### config.mk
export PLATFORM = sky130hd
export DESIGN_NAME = pipe_ctrl
export DESIGN_NICKNAME = d
export VERILOG_FILES = /design/src/rtl/y86_pkg.sv /design/src/rtl/pipe_perf_cnt.sv /design/src/rtl/pipe_ctrl.sv
export SDC_FILE = /design/constraint.sdc
export NUM_CORES = 1
export LEC_CHECK = 0
export BUFFER_PORTS_ARGS = -buffer_cell sky130_fd_sc_hd__buf_2
export CAP_MARGIN = 0
export CORE_ASPECT_RATIO = 1.25
export CORE_MARGIN = 2
export CORE_UTILIZATION = 30
export DETAILED_ROUTE_END_ITERATION = 12
export HOLD_SLACK_MARGIN = 0.12
export PLACE_DENSITY_LB_ADDON = 0.2
export SLEW_MARGIN = 20
export SYNTH_ARGS = -nofsm -noshare
export SYNTH_HDL_FRONTEND = slang
export SYNTH_HIERARCHICAL = 1
export SYNTH_SLANG_ARGS = --single-unit
### constraint.sdc
create_clock -name clk -period 1.3 [get_ports clk]
set_input_delay 0.065 -clock clk [delete_from_list [all_inputs] [get_ports clk]]
set_output_delay 0.065 -clock clk [all_outputs]
set_load 0.02 [all_outputs]
### src/rtl/y86_pkg.sv
// Shared Y86-64 encodings: instruction codes, status codes, register IDs and
// the pipeline-control FSM state type.
package y86_pkg;

  localparam logic [3:0] IHALT   = 4'h0;
  localparam logic [3:0] INOP    = 4'h1;
  localparam logic [3:0] IRRMOVQ = 4'h2;
  localparam logic [3:0] IIRMOVQ = 4'h3;
  localparam logic [3:0] IRMMOVQ = 4'h4;
  localparam logic [3:0] IMRMOVQ = 4'h5;
  localparam logic [3:0] IOPQ    = 4'h6;
  localparam logic [3:0] IJXX    = 4'h7;
  localparam logic [3:0] ICALL   = 4'h8;
  localparam logic [3:0] IRET    = 4'h9;
  localparam logic [3:0] IPUSHQ  = 4'hA;
  localparam logic [3:0] IPOPQ   = 4'hB;

  localparam logic [1:0] SAOK = 2'd0;
  localparam logic [1:0] SHLT = 2'd1;
  localparam logic [1:0] SADR = 2'd2;
  localparam logic [1:0] SINS = 2'd3;

  localparam logic [3:0] RNONE = 4'hF;

  typedef enum logic [1:0] {
    FLUSH = 2'd0,
    RUN   = 2'd1,
    STOP  = 2'd2
  } ctrl_state_t;

endpackage

### src/rtl/pipe_perf_cnt.sv
// Bank of five saturating performance counters with per-counter increment
// enables and a synchronous clear.
module pipe_perf_cnt #(
  parameter int unsigned CNT_W = 32
) (
  input  logic             i_clk,
  input  logic             i_clr,
  input  logic [4:0]       i_inc,
  output logic [CNT_W-1:0] o_cyc,
  output logic [CNT_W-1:0] o_ret,
  output logic [CNT_W-1:0] o_lu,
  output logic [CNT_W-1:0] o_mp,
  output logic [CNT_W-1:0] o_rt
);

  logic [CNT_W-1:0] r_cnt [5];

  always_ff @(posedge i_clk) begin
    for (int unsigned i = 0; i < 5; i++) begin
      if (i_clr)
        r_cnt[i] <= '0;
      else if (i_inc[i] && (r_cnt[i] != '1))
        r_cnt[i] <= r_cnt[i] + 1'b1;
    end
  end

  assign o_cyc = r_cnt[0];
  assign o_ret = r_cnt[1];
  assign o_lu  = r_cnt[2];
  assign o_mp  = r_cnt[3];
  assign o_rt  = r_cnt[4];

endmodule

### src/rtl/pipe_ctrl.sv
// Y86-64 pipeline control: stall/bubble/CC-enable generation, post-reset flush
// and stop-on-exception. Counter bank present only with PIPE_CTRL_PERF_EN.
module pipe_ctrl
  import y86_pkg::*;
#(
  parameter int unsigned FLUSH_CYCLES = 4,
  parameter int unsigned CNT_W        = 32
) (
  input  logic             clk,
  input  logic             rst_n,
  input  logic [3:0]       D_icode,
  input  logic [3:0]       d_srcA,
  input  logic [3:0]       d_srcB,
  input  logic [3:0]       E_icode,
  input  logic [3:0]       E_dstM,
  input  logic             e_cnd,
  input  logic [3:0]       M_icode,
  input  logic [1:0]       m_stat,
  input  logic [3:0]       W_icode,
  input  logic [1:0]       W_stat,
  output logic             F_stall,
  output logic             D_stall,
  output logic             W_stall,
  output logic             D_bubble,
  output logic             E_bubble,
  output logic             M_bubble,
  output logic             set_cc,
  output logic             running,
  output logic             halted,
  output logic [1:0]       stop_stat,
  output logic [CNT_W-1:0] cyc_cnt,
  output logic [CNT_W-1:0] ret_cnt,
  output logic [CNT_W-1:0] lu_cnt,
  output logic [CNT_W-1:0] mp_cnt,
  output logic [CNT_W-1:0] rt_cnt
);

  localparam int unsigned FW = (FLUSH_CYCLES > 1) ? $clog2(FLUSH_CYCLES) : 1;
  localparam logic [FW-1:0] FLUSH_LAST = FW'(FLUSH_CYCLES - 1);

  ctrl_state_t   r_state, w_state_nxt;
  logic [FW-1:0] r_flush_cnt, w_flush_cnt_nxt;
  logic [1:0]    r_stop_stat;

  logic w_lu, w_rt, w_mp, w_mx, w_wx;

  assign w_lu = ((E_icode == IMRMOVQ) || (E_icode == IPOPQ)) &&
                (E_dstM != RNONE) &&
                ((E_dstM == d_srcA) || (E_dstM == d_srcB));
  assign w_rt = (D_icode == IRET) || (E_icode == IRET) || (M_icode == IRET);
  assign w_mp = (E_icode == IJXX) && !e_cnd;
  assign w_mx = (m_stat != SAOK);
  assign w_wx = (W_stat != SAOK);

  always_ff @(posedge clk) begin
    if (!rst_n) begin
      r_state     <= FLUSH;
      r_flush_cnt <= '0;
      r_stop_stat <= SAOK;
    end else begin
      r_state     <= w_state_nxt;
      r_flush_cnt <= w_flush_cnt_nxt;
      if ((r_state == RUN) && w_wx)
        r_stop_stat <= W_stat;
    end
  end

  always_comb begin
    w_state_nxt     = r_state;
    w_flush_cnt_nxt = r_flush_cnt;
    F_stall  = 1'b0;
    D_stall  = 1'b0;
    W_stall  = 1'b0;
    D_bubble = 1'b0;
    E_bubble = 1'b0;
    M_bubble = 1'b0;
    set_cc   = 1'b0;
    unique case (r_state)
      FLUSH: begin
        F_stall  = 1'b1;
        D_bubble = 1'b1;
        E_bubble = 1'b1;
        M_bubble = 1'b1;
        if (r_flush_cnt == FLUSH_LAST)
          w_state_nxt = RUN;
        else
          w_flush_cnt_nxt = r_flush_cnt + 1'b1;
      end
      RUN: begin
        F_stall  = w_lu | w_rt;
        D_stall  = w_lu;
        // a load-use stall holds D, so it must not also be bubbled for ret
        D_bubble = w_mp | (w_rt & !w_lu);
        E_bubble = w_mp | w_lu;
        set_cc   = (E_icode == IOPQ) & !w_mx & !w_wx;
        M_bubble = w_mx | w_wx;
        W_stall  = w_wx;
        if (w_wx)
          w_state_nxt = STOP;
      end
      STOP: begin
        F_stall  = 1'b1;
        D_bubble = 1'b1;
        E_bubble = 1'b1;
        M_bubble = 1'b1;
        W_stall  = 1'b1;
      end
      default: w_state_nxt = FLUSH;
    endcase
  end

  assign running   = (r_state == RUN);
  assign halted    = (r_state == STOP);
  assign stop_stat = r_stop_stat;

`ifdef PIPE_CTRL_PERF_EN
  logic [4:0] w_inc;
  logic       w_ret;

  assign w_ret = (W_stat == SAOK) && (W_icode != INOP) && (W_icode != IHALT);
  assign w_inc = running ? {w_rt & !w_lu, w_mp, w_lu, w_ret, 1'b1} : 5'b0;

  pipe_perf_cnt #(.CNT_W(CNT_W)) u_perf (
    .i_clk (clk),
    .i_clr (!rst_n),
    .i_inc (w_inc),
    .o_cyc (cyc_cnt),
    .o_ret (ret_cnt),
    .o_lu  (lu_cnt),
    .o_mp  (mp_cnt),
    .o_rt  (rt_cnt)
  );
`else
  logic w_unused_icode;
  assign w_unused_icode = ^W_icode;

  assign cyc_cnt = '0;
  assign ret_cnt = '0;
  assign lu_cnt  = '0;
  assign mp_cnt  = '0;
  assign rt_cnt  = '0;
`endif

endmodule

* After elaboration in Yosys (flattened, before gate mapping)
Index checks and enable logic that the tools add are counted.
** Storage, ports and cells
- Logic and storage cells :: 56
- Bits in registers :: 6
- Output and inout bits :: 171
- Input port bits :: 35
** Operators by class
- Bitwise gates (word level) :: 9
- Multiplexer cells :: 10
- Add/subtract/negate cells :: 1
- Reductions and logical operators :: 18
- Eq/ne operators :: 15
** Operators with widths (count)
- $eq A4 B4 Y1 const B :: 4
- $eq A4 B3 Y1 const B :: 3
- $pmux W1 S2 :: 5
- $eq A4 B4 Y1 :: 2
- $pmux W2 S3 :: 1
- $eq A2 B2 Y1 const B :: 2
- $logic_and A1 B1 Y1 :: 4
- $logic_not A1 Y1 :: 4
- $logic_or A1 B1 Y1 :: 4
- $mux W2 :: 2
- $ne A4 B4 Y1 const B :: 1
- $or A1 B1 Y1 :: 4
- $reduce_bool A2 Y1 :: 2
- $and A1 B1 Y1 :: 3
- $reduce_and A3 Y1 :: 1
- $add A2 B1 Y2 const B :: 1
- $eq A2 B1 Y1 const B :: 1
- $logic_not A2 Y1 :: 1
- $mux W1 :: 2
- $ne A2 B1 Y1 const B :: 1
- $ne A2 B2 Y1 const B :: 1
- $not A1 Y1 :: 2
- $reduce_and A2 Y1 :: 1
- $reduce_or A2 Y1 :: 1

* Longest topological paths before layout
Gate-level depths: netlist of run 1.
- Depth in word-level cells :: 8
- Depth in mapped cells :: 7
- Mapped depth without buffers :: 6

* Worst setup path after synthesis of run 1
OpenSTA, ideal clock, no wires.
- Kind :: register -> output
- Start :: register r_state[1]
- End :: output D_bubble
- Arrival time :: 1.518 ns
- Slack :: -0.283 ns
- Path buffers :: 1
- Required time :: 1.235 ns
- Cell stages (with the launch flop) :: 6
- Path through :: dfxtp_1 -> inv_1 -> ha_1 -> buf_2 -> o311ai_2 -> o21ai_0
** On the way
- Elaborated cells on any way between the ends :: 5
- Classes of those cells :: eq/ne: 2; mux: 1; reduce/logical: 2
** RTL lines
- start, declared :: line pipe_ctrl.sv:41 : ctrl_state_t r_state, w_state_nxt;
- start signal, assigned :: line pipe_ctrl.sv:61 : r_state <= w_state_nxt;
- $eq A2 B1 Y1
- named net running :: line pipe_ctrl.sv:28 : output logic running,
- $pmux W1 S2 :: line pipe_ctrl.sv:78 : unique case (r_state)
- end, declared :: line pipe_ctrl.sv:24 : output logic D_bubble,
The timed path passes the listed nets, and every way through them passes these cells.

* Worst setup path in the final report of run 1
- Start :: register r_state[0]
- End :: output F_stall
** On the way
- Word-level cells in the longest chain between the ends :: 3
- Elaborated cells on any way between the ends :: 5
- Classes of those cells :: eq/ne: 2; mux: 1; reduce/logical: 2
** RTL lines
- $eq A2 B2 Y1 or $logic_not A2 Y1 (tied branches) :: line pipe_ctrl.sv:78
- $reduce_or A2 Y1 (no line)
- $pmux W1 S2 (*) :: line pipe_ctrl.sv:78
- end, declared :: line pipe_ctrl.sv:21 : output logic F_stall,
Every way passes the cells marked *; elsewhere a longest branch is shown, timed or not.

==> impl_metrics.csv, run 1 <==
group,metric,value,unit
synth,yosysUniqueCellTypes,32,
worst_hold_path,hp-class,"primary input to register",
clock_network,cts_tree,"built",
sta,period_minus_slack,1.463,ns
sta,tightest_slew,0.5450,ns
place,dp_cells,347,
worst_setup_path,rr_startpoint,"r_state[0]",
global_routing,groute.usage.overall,7.103,%
power_and_ir_drop,p_leak,1.040,nW
worst_setup_path,cpPeakStageDelay,0.35,ns
synth,syn_inst,232,
worst_setup_path,path_class,"register to output pin",
worst_setup_path,cp_common_cell,"buf_4",
synth,ys_ff_latch,6,
sta,setup_viol,8,
flow_run,cap_violations,0,
place,dp_hpwl,2.522,mm
cells_and_area,area_delta_synth_final,-0.7679,%
routing,vias,1128,
die,design.die.area,6610,sq um
place,pre_cts_ws,-0.1024,ns
synth,synth_flop_cell,"dfxtp_1",
synth,avgSynthCellArea,7.723,sq um
worst_setup_path,cp.depth,6,
synth,synthDominantCellAreaShare,67.04,%
cells_and_area,instances_no_fill,353,
die,fp.dieW,73.12,microns
global_routing,grt_pass1_vias,854,
synth,seq_area_frac_synth,6.704,%
run_status,violations,"setup timing",
worst_setup_path,path_max_fanout,4,
synth,synth_async_sr_flop_share,0,%
routing,ant_nets,0,
worst_setup_path,arrival,1.40,ns
sta,drv_slew,0,
worst_setup_path,setup.worst_path.end_class,"output pin",
die,io_pins,206,
clock_network,path_clk_slew,0.04,ns
die,core_area,5779,sq um
routing,drt_drc_violations_left,0,
place,port_buffers,41,
cells_and_area,drive_gt1_share,28.22,%
worst_setup_path,start_kind,"register",
sta,clock.fmax,0.6833,GHz
place,gp_congestion,0.6678,
sta,fin_ws,-0.1635,ns
die,row_count,31,
die,die-height,90.41,microns
die,initial_core_util,31.00,%
synth,netlist_area,1792,sq um
clock_network,cts_max_level,1,
power_and_ir_drop,max-vdd-ir-drop,0.3898,mV
synth,synth_area_leaders,"buf_4, dfxtp_1, xor2_1",
worst_setup_path,slowest_stage,"dfxtp_4",
worst_hold_path,min-delay-start,"W_stat[0]",
worst_setup_path,critical_path.startpoint,"r_state[0]",
synth,synth-edff-count,0,
clock_network,cts.sinks,6,
run_status,outcome,"finished, violations left",
sta,final.setup.tns,-0.9272,ns
worst_setup_path,worstPathCellList,"inv_1, ha_2, nor2_4, buf_4, o221ai_2, buf_4",
sta,finalHoldViolations,0,
routing,dr.pass1.iters,4,
worst_setup_path,crit_family,"buffers and inverters",
worst_setup_path,crit_buf_inv,3,
cells_and_area,num-nets-final,329,
clock_network,worst_skew_pair.late_latency,0.22,ns
power_and_ir_drop,power,2.120,mW
worst_hold_path,hold_depth,3,
clock_network,cts_made_buffers,3,
routing,routedWlPerCell,7.926,microns
cells_and_area,n_antenna_cell,0,
global_routing,antenna_found_initial,0,
routing,avgViaCountPerCell,3.195,
synth,post-synth-top-area-cell,"buf_4",
synth,ys.warnings.count,6,
sta,max_slew_margin,63.17,%
global_routing,grt_remaining_overflow,0,
clock_network,cts-root-buf,"clkbuf_8",
cells_and_area,fillCellCount,629,
global_routing,grt_max_degree,9,
worst_setup_path,r2r_cells,7,
global_routing,grt_pass1_wl,3.781,mm
routing,drt_wl_total,2.798,mm
clock_network,cts_buffer_depth,2,
sta,whs,0.1266,ns
sta,rsz0062_at_grt,"true",
sta,period_share,112.6,%
sta,finClkSkew,0.002180,ns
power_and_ir_drop,p_per_area,1192,nW/um^2
routing,first_iter_violations,9,
worst_setup_path,required,1.24,ns
-- layout by cell type (no fill, tap or decap), drive strengths merged, types with 3 or more instances in the layout --
cell    instances
conb          160
o21ai           4
nor2            6
clkbuf          3
inv             5
a21oi           5
ha              5
nand2           8
buf            53
xor2            8
dfxtp           6
-- per-layer routing --
| layer | track usage (%) | wire [microns] | share of wire, % | vias to the layer above |
|---|---|---|---|---|
| met2 | 13.51 | 1507 | 54 | 122 |
| met1 | 7.547 | 858 | 31 | 475 |
| li1 | - | - | - | 527 |
| met3 | 0.8929 | 395 | 14 | 4 |
| met5 | 0 | 0 | 0 | - |
| met4 | 2.778 | 37 | 1.3 | 0 |
-- cells in the mapped netlist (2+ instances only) --
| library cell | n |
|---|---|
| o21a_1 | 2 |
| nor4bb_1 | 2 |
| dfxtp_1 | 6 |
| o21ai_1 | 2 |
| nand2_1 | 8 |
| o21ai_0 | 2 |
| ha_1 | 5 |
| buf_4 | 160 |
| a21oi_1 | 5 |
| nor4_2 | 2 |
| xor2_1 | 8 |
| inv_1 | 5 |
| nor2_1 | 6 |
-- state kept, by name, summed over array words and instances (netlist names) --
signal / count
stop_stat: 2
r_state: 2
r_flush_cnt: 2
-- worst min-delay path: cells and delay by family --
kind | cells | cell delay [ns]
and+or+nand+nor | 1 | 0.07
AOI/OAI and AO/OA | 1 | 0.06
buffers and inverters | 1 | 0.10
-- logic make-up after synthesis --
| logic type | after synthesis | share of synthesized area, % |
|---|---|---|
| compound gates | 17 | 7.053 |
| xor+xnor | 9 | 4.400 |
| fa+ha+maj | 5 | 3.492 |
| buf+inv | 166 | 68.37 |
| flops | 6 | 6.704 |
| mux | 1 | 0.5587 |
| other cells | 1 | 0.2093 |
| simple gates | 27 | 9.219 |
-- path summary, 6_finish.rpt --
check / end / slack [ns]
hold reg to reg: stop_stat[0] / 0.45
setup reg to reg: r_flush_cnt[1] / -0.04
hold / removal: stop_stat[0] / 0.13
setup / recovery: F_stall / -0.16
-- area by class of cell --
class                           instances  area, sq um  share of cell area (%)
Timing Repair Buffer                   54        347.8                   19.56
Multi-Input combinational cell        219         1160                   65.24
Tap cell                               66        82.58                   4.645
Sequential cell                         6        125.1                   7.037
Inverter                                5        21.27                   1.196
Clock buffer                            3        41.29                   2.322
-- power by group --
group | internal, mW | switching (mW)
Clock | 0.199 | 0.0771
Combinational | 0.570 | 0.983
Sequential | 0.246 | 0.0443
Total | 1.02 | 1.10
-- what timing repair did --
action / in CTS / in global routing
hold buffers: 1 / 0
endpoints found under the hold margin: 1 / 0
setup endpoints to repair: 10 / 11
pin swaps: 7 / 5
resized for setup: 27 / 9
setup buffers: 1 / 1
-- metrics by stage --
step	util, %	area (sq um)
4_1_cts	30.16	1743
5_1_grt	30.76	1778
3_3_place_gp	27.50	1589
2_1_floorplan	-	2435
3_5_place_dp	27.50	1589
6_report	30.76	1778
Power figures use the tool's default switching activity.
==> run 2: changes to the inputs <==
==> constraint.sdc (replaced) <==
create_clock -name clk -period 1.3 [get_ports clk]
set_input_delay 0.13 -clock clk [delete_from_list [all_inputs] [get_ports clk]]
set_output_delay 0.13 -clock clk [all_outputs]
set_load 0.02 [all_outputs]
==> run 2 against run 1 <==
  * Flip-flop and latch count did not move
  * The flow still finishes with violations (setup timing)
  * Die area did not move
  * Worst setup slack got worse by 0.093 ns
  * Clock skew fell by 0.0014 ns
  * Sequential share of layout area fell by 0.52 points
  * Highest routed layer unchanged
==> impl_metrics.csv, run 2 (synthesis gave the netlist of run 1 again) <==
group,metric,value,unit
run_status,outcome,"finished, violations left",
run_status,violations,"setup timing",
worst_setup_path,required,1.17,ns
sta,finalHoldViolations,0,
worst_setup_path,arrival,1.43,ns
cells_and_area,final_cell_mix,"conb_1, buf_2, buf_6",
die,io_pins,206,
power_and_ir_drop,max-vdd-ir-drop,0.7443,mV
power_and_ir_drop,power,2.339,mW
worst_setup_path,path_max_fanout,3,
place,dp_hpwl,2.520,mm
sta,finClkSkew,0.0008022,ns
die,core_area,5779,sq um
die,design.die.area,6610,sq um
sta,setup_viol,11,
clock_network,cts.sinks,6,
global_routing,grt_pass1_vias,865,
cells_and_area,final_common_cell,"conb_1",
sta,rsz0062_at_grt,"true",
clock_network,cts_buffer_depth,2,
worst_setup_path,setup.worst_path.end_class,"output pin",
worst_setup_path,worstPathCellList,"inv_4, ha_4, nand4b_1, buf_4, nor3_4, buf_6",
die,row_count,31,
global_routing,antenna_found_initial,0,
routing,drt_wl_total,2.915,mm
place,gp_congestion,0.6747,
cells_and_area,num-nets-final,334,
place,port_buffers,41,
sta,clock.fmax,0.6424,GHz
sta,fin_ws,-0.2567,ns
global_routing,grt_pass1_wl,3.739,mm
cells_and_area,area_delta_synth_final,7.193,%
routing,avgViaCountPerCell,3.201,
power_and_ir_drop,p_leak,1.104,nW
global_routing,grt_remaining_overflow,0,
sta,whs,0.1571,ns
cells_and_area,fillCellCount,627,
routing,vias,1146,
worst_setup_path,cpPeakStageDelay,0.35,ns
die,fp.dieW,73.12,microns
worst_setup_path,slowest_stage,"dfxtp_4",
worst_setup_path,start_kind,"register",
clock_network,worst_skew_pair.late_latency,0.22,ns
sta,max_slew_margin,62.19,%
clock_network,cts-root-buf,"clkbuf_8",
clock_network,path_clk_slew,0.04,ns
worst_hold_path,hold_depth,2,
cells_and_area,n_antenna_cell,0,
global_routing,grt_max_degree,7,
sta,tightest_slew,0.5595,ns
routing,routedWlPerCell,8.142,microns
routing,drt_drc_violations_left,0,
power_and_ir_drop,p_per_area,1218,nW/um^2
die,die-height,90.41,microns
sta,period_share,119.7,%
die,initial_core_util,31.00,%
routing,dr.pass1.iters,2,
worst_setup_path,path_class,"register to output pin",
sta,period_minus_slack,1.557,ns
worst_hold_path,hp-class,"primary input to register",
flow_run,cap_violations,0,
cells_and_area,drive_gt1_share,33.22,%
routing,first_iter_violations,8,
clock_network,cts_tree,"built",
sta,drv_slew,0,
worst_setup_path,r2r_cells,9,
global_routing,groute.usage.overall,7.392,%
routing,ant_nets,0,
clock_network,cts_max_level,1,
clock_network,cts_made_buffers,3,
[run 2: cell types whose count changed in the layout (fill, tap and decap cells not counted), moves of 2 or more]
cell | before | now
nand2_1 | 6 | 2
buf_4 | 14 | 12
nand2_4 | 0 | 2
a21oi_1 | 4 | 0
buf_6 | 6 | 15
nand2_2 | 2 | 4
a21oi_2 | 0 | 3
[run 2: cell type report]
type	count	area, sq um	area share, %
clock buffers	3	41.29	2.150
inverters	5	23.77	1.238
multi-input cells	219	1229	63.97
flip-flops and latches	6	125.1	6.515
well taps	66	82.58	4.300
repair buffers	59	419.2	21.82
[run 2: metal layers]
layer  up-vias  routed length (microns)  global-route usage, %
met4         0                       37                  2.315
met5         -                        0                      0
met2       125                     1492                  13.14
met3         4                      503                  3.013
met1       479                      881                  7.677
li1        538                        -                      -
[run 2: final timing paths]
path,endpoint,slack [ns],from
setup / recovery,set_cc,-0.26,r_state[1]
hold / removal,r_state[1],0.16,rst_n
setup reg to reg,stop_stat[0],-0.04,r_state[0]
hold reg to reg,stop_stat[1],0.45,stop_stat[1]
[run 2: worst max-delay path, delay by kind of cell, from the launching register on]
kind / cells / cell delay (ns)
flip-flops: 1 / 0.35
adder cells (fa/ha/maj): 1 / 0.14
buffers and inverters: 3 / 0.40
AND/OR/NAND/NOR: 2 / 0.31
[run 2: where the power goes]
| group | switching (mW) | internal [mW] |
|---|---|---|
| clock network | 0.0762 | 0.199 |
| registers | 0.0452 | 0.250 |
| logic | 1.05 | 0.717 |
| total | 1.17 | 1.16 |
[run 2: timing repair]
item,in CTS,in global routing
cloned,0,0
endpoints found under the setup margin,10,14
pin swaps,15,11
buffers inserted,5,0
hold buffers,0,0
gates resized for setup,42,17
endpoints found under the hold margin,0,0
[run 2: stage by stage]
stage	setup TNS [ns]	worst slack, ns	area [sq um]	std cells	util, %
2_1_floorplan	0	0.001126	2442	391	-
3_3_place_gp	-0.5917	-0.1223	1615	350	27.95
6_report	-1.619	-0.2567	1921	358	33.23
3_5_place_dp	-0.6209	-0.1317	1615	350	27.95
5_1_grt	-2.581	-0.3767	1921	358	33.23
4_1_cts	-1.821	-0.3098	1846	358	31.93
